==> config.mk <==
export PLATFORM = sky130hd
export DESIGN_NAME = dob_mux
export DESIGN_NICKNAME = d
export VERILOG_FILES = /design/src/rtl/janus_mem_pkg.sv /design/src/rtl/dob_wdog.sv /design/src/rtl/dob_mux.sv
export SDC_FILE = /design/constraint.sdc
export NUM_CORES = 1
export LEC_CHECK = 0
export ABC_AREA = 1
export CORE_MARGIN = 4
export CORE_UTILIZATION = 40
export DETAILED_ROUTE_END_ITERATION = 8
export GPL_ROUTABILITY_DRIVEN = 1
export PLACE_DENSITY = 0.94
export SLEW_MARGIN = 5
export SYNTH_ARGS = -nofsm -noshare
export SYNTH_HDL_FRONTEND = slang
export SYNTH_SLANG_ARGS = --single-unit
==> constraint.sdc <==
create_clock -name clk -period 1.7 [get_ports clk]
set_clock_uncertainty 0.2 [all_clocks]
set_input_delay 0.34 -clock clk [delete_from_list [all_inputs] [get_ports clk]]
set_output_delay 0.34 -clock clk [all_outputs]
set_load 0.05 [all_outputs]
==> src/rtl/janus_mem_pkg.sv <==
// janus_mem_pkg: shared state/owner encodings and defaults for the RAM write path
package janus_mem_pkg;
   typedef enum logic [1:0] {
      ST_IDLE  = 2'd0,
      ST_WRITE = 2'd1,
      ST_ACK   = 2'd2
   } state_t;
   typedef enum logic {
      OWN_RB = 1'b0,
      OWN_PC = 1'b1
   } owner_t;
   localparam int DEF_TIMEOUT_CYCLES = 16;
   localparam int DEF_DATA_WIDTH     = 32;
   localparam int DEF_ADDR_WIDTH     = 32;
endpackage

==> src/rtl/dob_wdog.sv <==
// dob_wdog: write watchdog counter
//   clk, rst_b : clock, async active-low reset
//   clr        : force counter to 0 (has priority over en)
//   en         : count one cycle
//   expired    : counter has reached TIMEOUT_CYCLES-1
module dob_wdog #(
   parameter int TIMEOUT_CYCLES = janus_mem_pkg::DEF_TIMEOUT_CYCLES
) (
   input  logic clk,
   input  logic rst_b,
   input  logic clr,
   input  logic en,
   output logic expired
);
   localparam int CW = $clog2(TIMEOUT_CYCLES + 1);
   logic [CW-1:0] cnt;
   always_ff @(posedge clk or negedge rst_b) begin
      if (!rst_b) cnt <= '0;
      else if (clr) cnt <= '0;
      else if (en) cnt <= cnt + 1'b1;
   end
   assign expired = (cnt == CW'(TIMEOUT_CYCLES - 1));
endmodule

==> src/rtl/dob_mux.sv <==
// dob_mux: arbitrates PC/RB store requests and sequences one RAM write at a time
//   clk, rst_b             : clock, async active-low reset
//   rb_wr_req/addr/data    : register-bank store request (level, held until rb_wr_ack)
//   pc_wr_req/addr/data    : PC push request (level, held until pc_wr_ack); wins over RB
//   ram_we_ack             : RAM write complete, only looked at while writing
//   dob, dob_addr, ram_we  : registered write bus to RAM
//   rb_wr_ack, pc_wr_ack   : one-cycle acknowledge to the serviced requester
//   dob_err                : one-cycle, alongside the ack of a watchdog-aborted write
module dob_mux
   import janus_mem_pkg::*;
#(
   parameter int PA_DATA_WIDTH  = DEF_DATA_WIDTH,
   parameter int PA_ADDR_WIDTH  = DEF_ADDR_WIDTH,
   parameter int TIMEOUT_CYCLES = DEF_TIMEOUT_CYCLES
) (
   input  logic                     clk,
   input  logic                     rst_b,
   input  logic                     rb_wr_req,
   input  logic [PA_ADDR_WIDTH-1:0] rb_wr_addr,
   input  logic [PA_DATA_WIDTH-1:0] rb_wr_data,
   input  logic                     pc_wr_req,
   input  logic [PA_ADDR_WIDTH-1:0] pc_wr_addr,
   input  logic [PA_DATA_WIDTH-1:0] pc_wr_data,
   input  logic                     ram_we_ack,
   output logic [PA_DATA_WIDTH-1:0] dob,
   output logic [PA_ADDR_WIDTH-1:0] dob_addr,
   output logic                     ram_we,
   output logic                     rb_wr_ack,
   output logic                     pc_wr_ack,
   output logic                     dob_err
);
   state_t                   state, state_nxt;
   owner_t                   owner, owner_nxt;
   logic [PA_DATA_WIDTH-1:0] dob_nxt;
   logic [PA_ADDR_WIDTH-1:0] addr_nxt;
   logic                     we_nxt, rb_ack_nxt, pc_ack_nxt, err_nxt;
   logic                     expired;

   dob_wdog #(.TIMEOUT_CYCLES(TIMEOUT_CYCLES)) u_wdog (
      .clk     (clk),
      .rst_b   (rst_b),
      .clr     (state != ST_WRITE),
      .en      (state == ST_WRITE),
      .expired (expired)
   );

   // All outputs are computed one cycle ahead and registered, so nothing
   // reaches an output combinationally from an input.
   always_comb begin
      state_nxt  = state;
      owner_nxt  = owner;
      dob_nxt    = dob;
      addr_nxt   = dob_addr;
      we_nxt     = 1'b0;
      rb_ack_nxt = 1'b0;
      pc_ack_nxt = 1'b0;
      err_nxt    = 1'b0;
      case (state)
         ST_IDLE: begin
            if (pc_wr_req || rb_wr_req) begin
               state_nxt = ST_WRITE;
               owner_nxt = pc_wr_req ? OWN_PC : OWN_RB;
               dob_nxt   = pc_wr_req ? pc_wr_data : rb_wr_data;
               addr_nxt  = pc_wr_req ? pc_wr_addr : rb_wr_addr;
               we_nxt    = 1'b1;
            end
         end
         ST_WRITE: begin
            we_nxt = 1'b1;
            // a RAM ack in the timeout cycle still counts as a clean write
            if (ram_we_ack || expired) begin
               state_nxt  = ST_ACK;
               we_nxt     = 1'b0;
               rb_ack_nxt = (owner == OWN_RB);
               pc_ack_nxt = (owner == OWN_PC);
               err_nxt    = !ram_we_ack;
            end
         end
         ST_ACK:  state_nxt = ST_IDLE;
         default: state_nxt = ST_IDLE;
      endcase
   end

   always_ff @(posedge clk or negedge rst_b) begin
      if (!rst_b) begin
         state     <= ST_IDLE;
         owner     <= OWN_RB;
         dob       <= '0;
         dob_addr  <= '0;
         ram_we    <= 1'b0;
         rb_wr_ack <= 1'b0;
         pc_wr_ack <= 1'b0;
         dob_err   <= 1'b0;
      end else begin
         state     <= state_nxt;
         owner     <= owner_nxt;
         dob       <= dob_nxt;
         dob_addr  <= addr_nxt;
         ram_we    <= we_nxt;
         rb_wr_ack <= rb_ack_nxt;
         pc_wr_ack <= pc_ack_nxt;
         dob_err   <= err_nxt;
      end
   end
endmodule
==> results.tsv, run 1 <==
metric	value	unit
status	finished clean	
start_util	0.410	
tightestPinTransition	312	ps
antenna_cells	0	
core_area	0.00920	mm^2
worstSkewPairLatency	330	ps
ys_ff_latch	76	
die_x	105	um
post-dp-hpwl	9380	um
fin_crit	1570	ps
mostFrequentLayoutCell	nand2_1	
io_pins	201	
clk_pin_slew_worst_paths	80	ps
drc	0	
holdWs	215	ps
ys_types	15	
seq_area_frac_synth	0.504	
cts.root.buffer_cell	clkbuf_8	
std_cell_rows	35	
final-max-slew-violation-count	0	
place_congestion	0.786	
power_density	1880	mW/mm^2
fp.dieH	105	um
grt_pass1_vias	4015	
avgSynthCellArea	7.16	um^2
ant_nets	0	
hp-class	primary input to asynchronous set/reset pin	
setup-tns-final	0	ps
rsz0062_at_grt	false	
wirelength	11700	um
antenna_found_initial	0	
cts_tree	yes	
viasPerCell	4.65	
cap_violations	0	
worstSetupEndpointType	flip-flop	
ys_warn_count	0	
syn-cell-area	0.00377	mm^2
p_leak	3.48	nW
grt_max_degree	62	
fin_crit_sh	0.921	
clockBufferDepth	2	
cts_num_sinks	76	
syn_to_final_growth	80.7	%
grt-ovfl-total	0	
ctsHtreeMaxLevel	3	
fmax	638	MHz
fillers	611	
synth_nets	662	
setup_viol	0	
track_usage	0.213	
cp.arrival	1630	ps
final_hold_viol_count	0	
cts_buffers	9	
synth_xor_area_frac	0	
synth_fa_ha_area_frac	0.00664	
max-slew-margin-rel	0.792	
synthMuxAreaShare	0	
fin_nets	856	
synth_top_family_by_area	simple AND/OR/NAND/NOR gates	
worst_ir_drop_vdd	1.12	mV
dr.pass1.iters	6	
first_iter_violations	144	
cp_max_fo	4	
startpoint_type	flip-flop	
postSynthCellCount	527	
portBuffers	200	
wl_per_cell	13.9	um
worstSetupPathType	flip-flop to flip-flop	
vias	3889	
dieArea	0.0110	mm^2
drive_above_1_share	0.135	
finish.utilization	0.741	
synth_compound_area_frac	0.0873	
grt_pass1_wl	19000	um
cts_setup_buffers	0	
cp.required	1770	ps
mostFrequentLayoutCells	nand2_1 (269), clkdlybuf4s50_1 (130), dfrtp_1 (76)	
synth-simple-area-share	0.287	
power by group:
group / internal [mW] / switching, mW / total [mW]
Combinational: 3.65 / 4.22 / 7.87
Clock: 0.828 / 0.670 / 1.50
Sequential: 2.60 / 0.842 / 3.44
Total: 7.07 / 5.73 / 12.8
registers in the layout, indices dropped and copies added (netlist names):
register / count
rb_wr_ack: 1
u_wdog.cnt: 5
ram_we: 1
owner: 1
state: 2
dob: 32
dob_addr: 32
pc_wr_ack: 1
dob_err: 1
layer usage:
layer  GRT usage  vias up  wire length (um)
met5           0        -                 0
met1       0.226     1773              4310
li1            -     1951                 -
met3      0.0525       26               755
met4      0.0881        0               337
met2       0.399      139              6260
cells in the mapped netlist:
master,n,area share
buf_2,10,0.013
buf_4,4,0.0080
o21ai_2,1,0.0023
nand2_1,269,0.27
inv_1,70,0.070
nor3_1,1,0.0013
ha_1,2,0.0066
nor3b_1,1,0.0020
clkbuf_1,9,0.0090
o21ai_0,64,0.085
nor2_1,13,0.013
nor2_2,1,0.0017
dfrtp_1,76,0.50
buf_6,5,0.015
nand3_1,1,0.0013
worst paths after layout:
check | from | to | slack, ps | cells after the start
hold reg to reg | owner$_DFFE_PN0P_ | rb_wr_ack$_DFF_PN0_ | 280 | 1
hold / removal | rst_b | dob[0]$_DFFE_PN0P_ | 220 | 2
setup reg to reg | u_wdog.cnt[0]$_DFF_PN0_ | ram_we$_DFF_PN0_ | 130 | 7
setup / recovery | u_wdog.cnt[0]$_DFF_PN0_ | ram_we$_DFF_PN0_ | 130 | 7
max in group asynchronous | rst_b | dob_addr[16]$_DFFE_PN0P_ | 490 | 3
min in group clk | pc_wr_req | dob[8]$_DFFE_PN0P_ | 280 | 5
per-stage QoR:
step,total power [mW],instances,setup WS (ps),area [um^2]
global placement,11.2,820,-43.1,6580
finish,12.8,837,134,6810
detailed placement,11.4,820,-77.3,6580
CTS,12.9,837,38.0,6810
global route,13.4,837,23.1,6810
floorplan,7.02,527,236,3770
timing repair:
item / CTS / global route
hold buffers: 1 / 0
endpoints found under the hold margin: 52 / 0
endpoints found under the setup margin: 0 / 5
resized for setup: 0 / 2
critical path: stages (launching register included):
cell and delay, ps:
dfrtp_1 420, ha_1 220, nand2_1 90, nor2_1 50
ha_1 220, nor2_4 160, nand2_1 90, nand2_1 70
cells by family after synthesis:
logic type               after synthesis
buffers and inverters                 98
adder cells (fa/ha/maj)                2
AO/OA/AOI/OAI                         65
AND/OR/NAND/NOR                      286
flip-flops                            76
layout make-up:
cell class,count,area (um^2),share of cell area
timing repair buffer,211,2840,0.416
inverter,70,263,0.0386
sequential,76,1900,0.279
clock inverter,6,88.8,0.0130
clock buffer,10,128,0.0187
tap,111,139,0.0204
multi-input combinational,353,1460,0.214
Power figures use the tool's default switching activity.
==> run 2: changes to the inputs <==
--- a/config.mk
+++ b/config.mk
@@ -11,6 +11,7 @@
 export DETAILED_ROUTE_END_ITERATION = 8
 export GPL_ROUTABILITY_DRIVEN = 1
 export PLACE_DENSITY = 0.94
+export RECOVER_POWER = 100
 export SLEW_MARGIN = 5
 export SYNTH_ARGS = -nofsm -noshare
 export SYNTH_HDL_FRONTEND = slang
==> run 2 against run 1 <==
Against the previous run: global-route usage unchanged; first-iteration DRC count decreased by 5.6%; register-to-register slack about the same; combinational power decreased by 28%; hold slack got worse by 9.8 ps; via count increased by 0.26%; routed wire length increased by 1.3%; sequential share of layout area increased by 5.0 points; highest routed layer unchanged.
==> results.tsv, run 2 (synthesis results as in run 1) <==
metric	value	unit	change
grt_max_degree	62		unchanged
ant_nets	0		unchanged
std_cell_rows	35		unchanged
reg2reg_from	u_wdog.cnt[0]$_DFF_PN0_		
finish.utilization	0.627		-0.113
die_x	105	um	unchanged
largestRegisters	dob: 32 flops, dob_addr: 32 flops, u_wdog.cnt: 5 flops		
mostFrequentLayoutCell	nand2_1		
final-max-slew-violation-count	0		unchanged
antenna_found_initial	0		unchanged
fp.dieH	105	um	unchanged
vias	3899		+0.26%
hp-class	primary input to asynchronous set/reset pin		
power_density	1760	mW/mm^2	-6.4%
final_hold_viol_count	0		unchanged
first_iter_violations	136		-5.6%
status	finished clean		
ctsHtreeMaxLevel	3		unchanged
cts_buffers	9		unchanged
rsz0062_at_grt	false		
cp.arrival	1640	ps	about the same
placed_area	0.00658	mm^2	unchanged
drive_above_1_share	0.134		-0.00138
cp-endpoint	dob_addr[6]$_DFFE_PN0P_		
p_leak	3.16	nW	-9.2%
grt_pass1_wl	19000	um	unchanged
holdWs	205	ps	-9.83 ps
drc	0		unchanged
antenna_cells	0		unchanged
track_usage	0.213		unchanged
fin_crit_sh	0.930		+0.00846
worstSetupPathType	primary input to flip-flop		
postLayoutCellArea	0.00577	mm^2	-15%
cap_violations	0		unchanged
core_area	0.00920	mm^2	unchanged
start_util	0.410		unchanged
fin_nets	856		unchanged
clockBufferDepth	2		unchanged
startpoint_type	primary input		
grt-ovfl-total	0		unchanged
cts.root.buffer_cell	clkbuf_8		
wirelength	11800	um	+1.3%
max-slew-margin-rel	0.594		-0.197
worstReg2RegEnd	ram_we$_DFF_PN0_		
crit_path_start	rb_wr_req		
tightestPinTransition	608	ps	+296 ps
dieArea	0.0110	mm^2	unchanged
mostFrequentLayoutCells	nand2_1 (269), clkdlybuf4s50_1 (130), dfrtp_1 (76)		
place_congestion	0.786		unchanged
reg2reg_depth	7		unchanged
cts_num_sinks	76		unchanged
io_pins	201		unchanged
worstSetupEndpointType	flip-flop		
fmax	633	MHz	-0.91%
cp.required	1760	ps	about the same
setup-tns-final	0	ps	unchanged
grt_pass1_vias	4015		unchanged
worstSkewPairLatency	330	ps	about the same
viasPerCell	4.66		+0.26%
cts_tree	yes		
cp_max_fo	33		+29
clk_pin_slew_worst_paths	80	ps	about the same
syn_to_final_growth	53.0	%	
dr.pass1.iters	4		-2
post-dp-hpwl	9380	um	unchanged
setup_viol	0		unchanged
portBuffers	200		unchanged
wl_per_cell	14.1	um	+1.3%
regToRegSetupSlack	120	ps	about the same
worst_ir_drop_vdd	0.794	mV	-29%
fin_crit	1580	ps	+14.4 ps
-- run 2: cell count changes in the layout (fill, tap and decap cells not counted), sizes merged --
| cell | before | now |
|---|---|---|
| buf | 80 | 10 |
| clkbuf | 10 | 80 |
-- run 2: power breakdown --
part           internal (mW)  switching [mW]
clock                  0.828           0.670
sequential              2.59           0.431
combinational           1.40            4.23
-- run 2: layout make-up --
class / instances / area [um^2]
inverters: 70 / 263
well taps: 111 / 139
repair buffers: 211 / 1800
clock inverters: 6 / 88.8
clock buffers: 10 / 128
multi-input cells: 353 / 1450
flip-flops and latches: 76 / 1900
fillers: 745 / 3430
-- run 2: per-stage QoR --
stage / total power, mW / std cells / setup WS (ps)
2_1_floorplan: 7.02 / 527 / 236
3_3_place_gp: 11.2 / 820 / -43.1
3_5_place_dp: 11.4 / 820 / -77.3
4_1_cts: 12.9 / 837 / 38.0
5_1_grt: 10.8 / 837 / 23.1
6_report: 10.1 / 837 / 119
-- run 2: worst max-delay path, stage by stage --
cell and delay (ps):
clkdlybuf4s50_1 530, nor2_1 70, nor2_1 320, buf_12 230, nand2_1 70, nand2_1 70
-- run 2: worst min-delay path by stage --
stage | from | to | slack (ps)
floorplan | rst_b | dob[0]$_DFFE_PN0P_ | -160
global placement | rst_b | dob[0]$_DFFE_PN0P_ | 10
detailed placement | rst_b | dob[0]$_DFFE_PN0P_ | 20
CTS | rst_b | dob[0]$_DFFE_PN0P_ | 200
global route | rst_b | dob[0]$_DFFE_PN0P_ | 210
finish | rst_b | dob[0]$_DFFE_PN0P_ | 210
-- run 2: layer usage --
metal | global-route usage | up-vias | share of wire
li1 | - | 1948 | -
met1 | 0.226 | 1785 | 0.38
met2 | 0.399 | 140 | 0.53
met3 | 0.0525 | 26 | 0.060
met4 | 0.0881 | 0 | 0.026
met5 | 0 | - | 0
-- run 2: what timing repair did --
action / 4_1_cts / 5_1_grt
hold buffers: 1 / 0
endpoints found under the setup margin: 0 / 5
setup buffers: 0 / 0
hold endpoints to repair: 52 / 0
gates resized for setup: 0 / 2
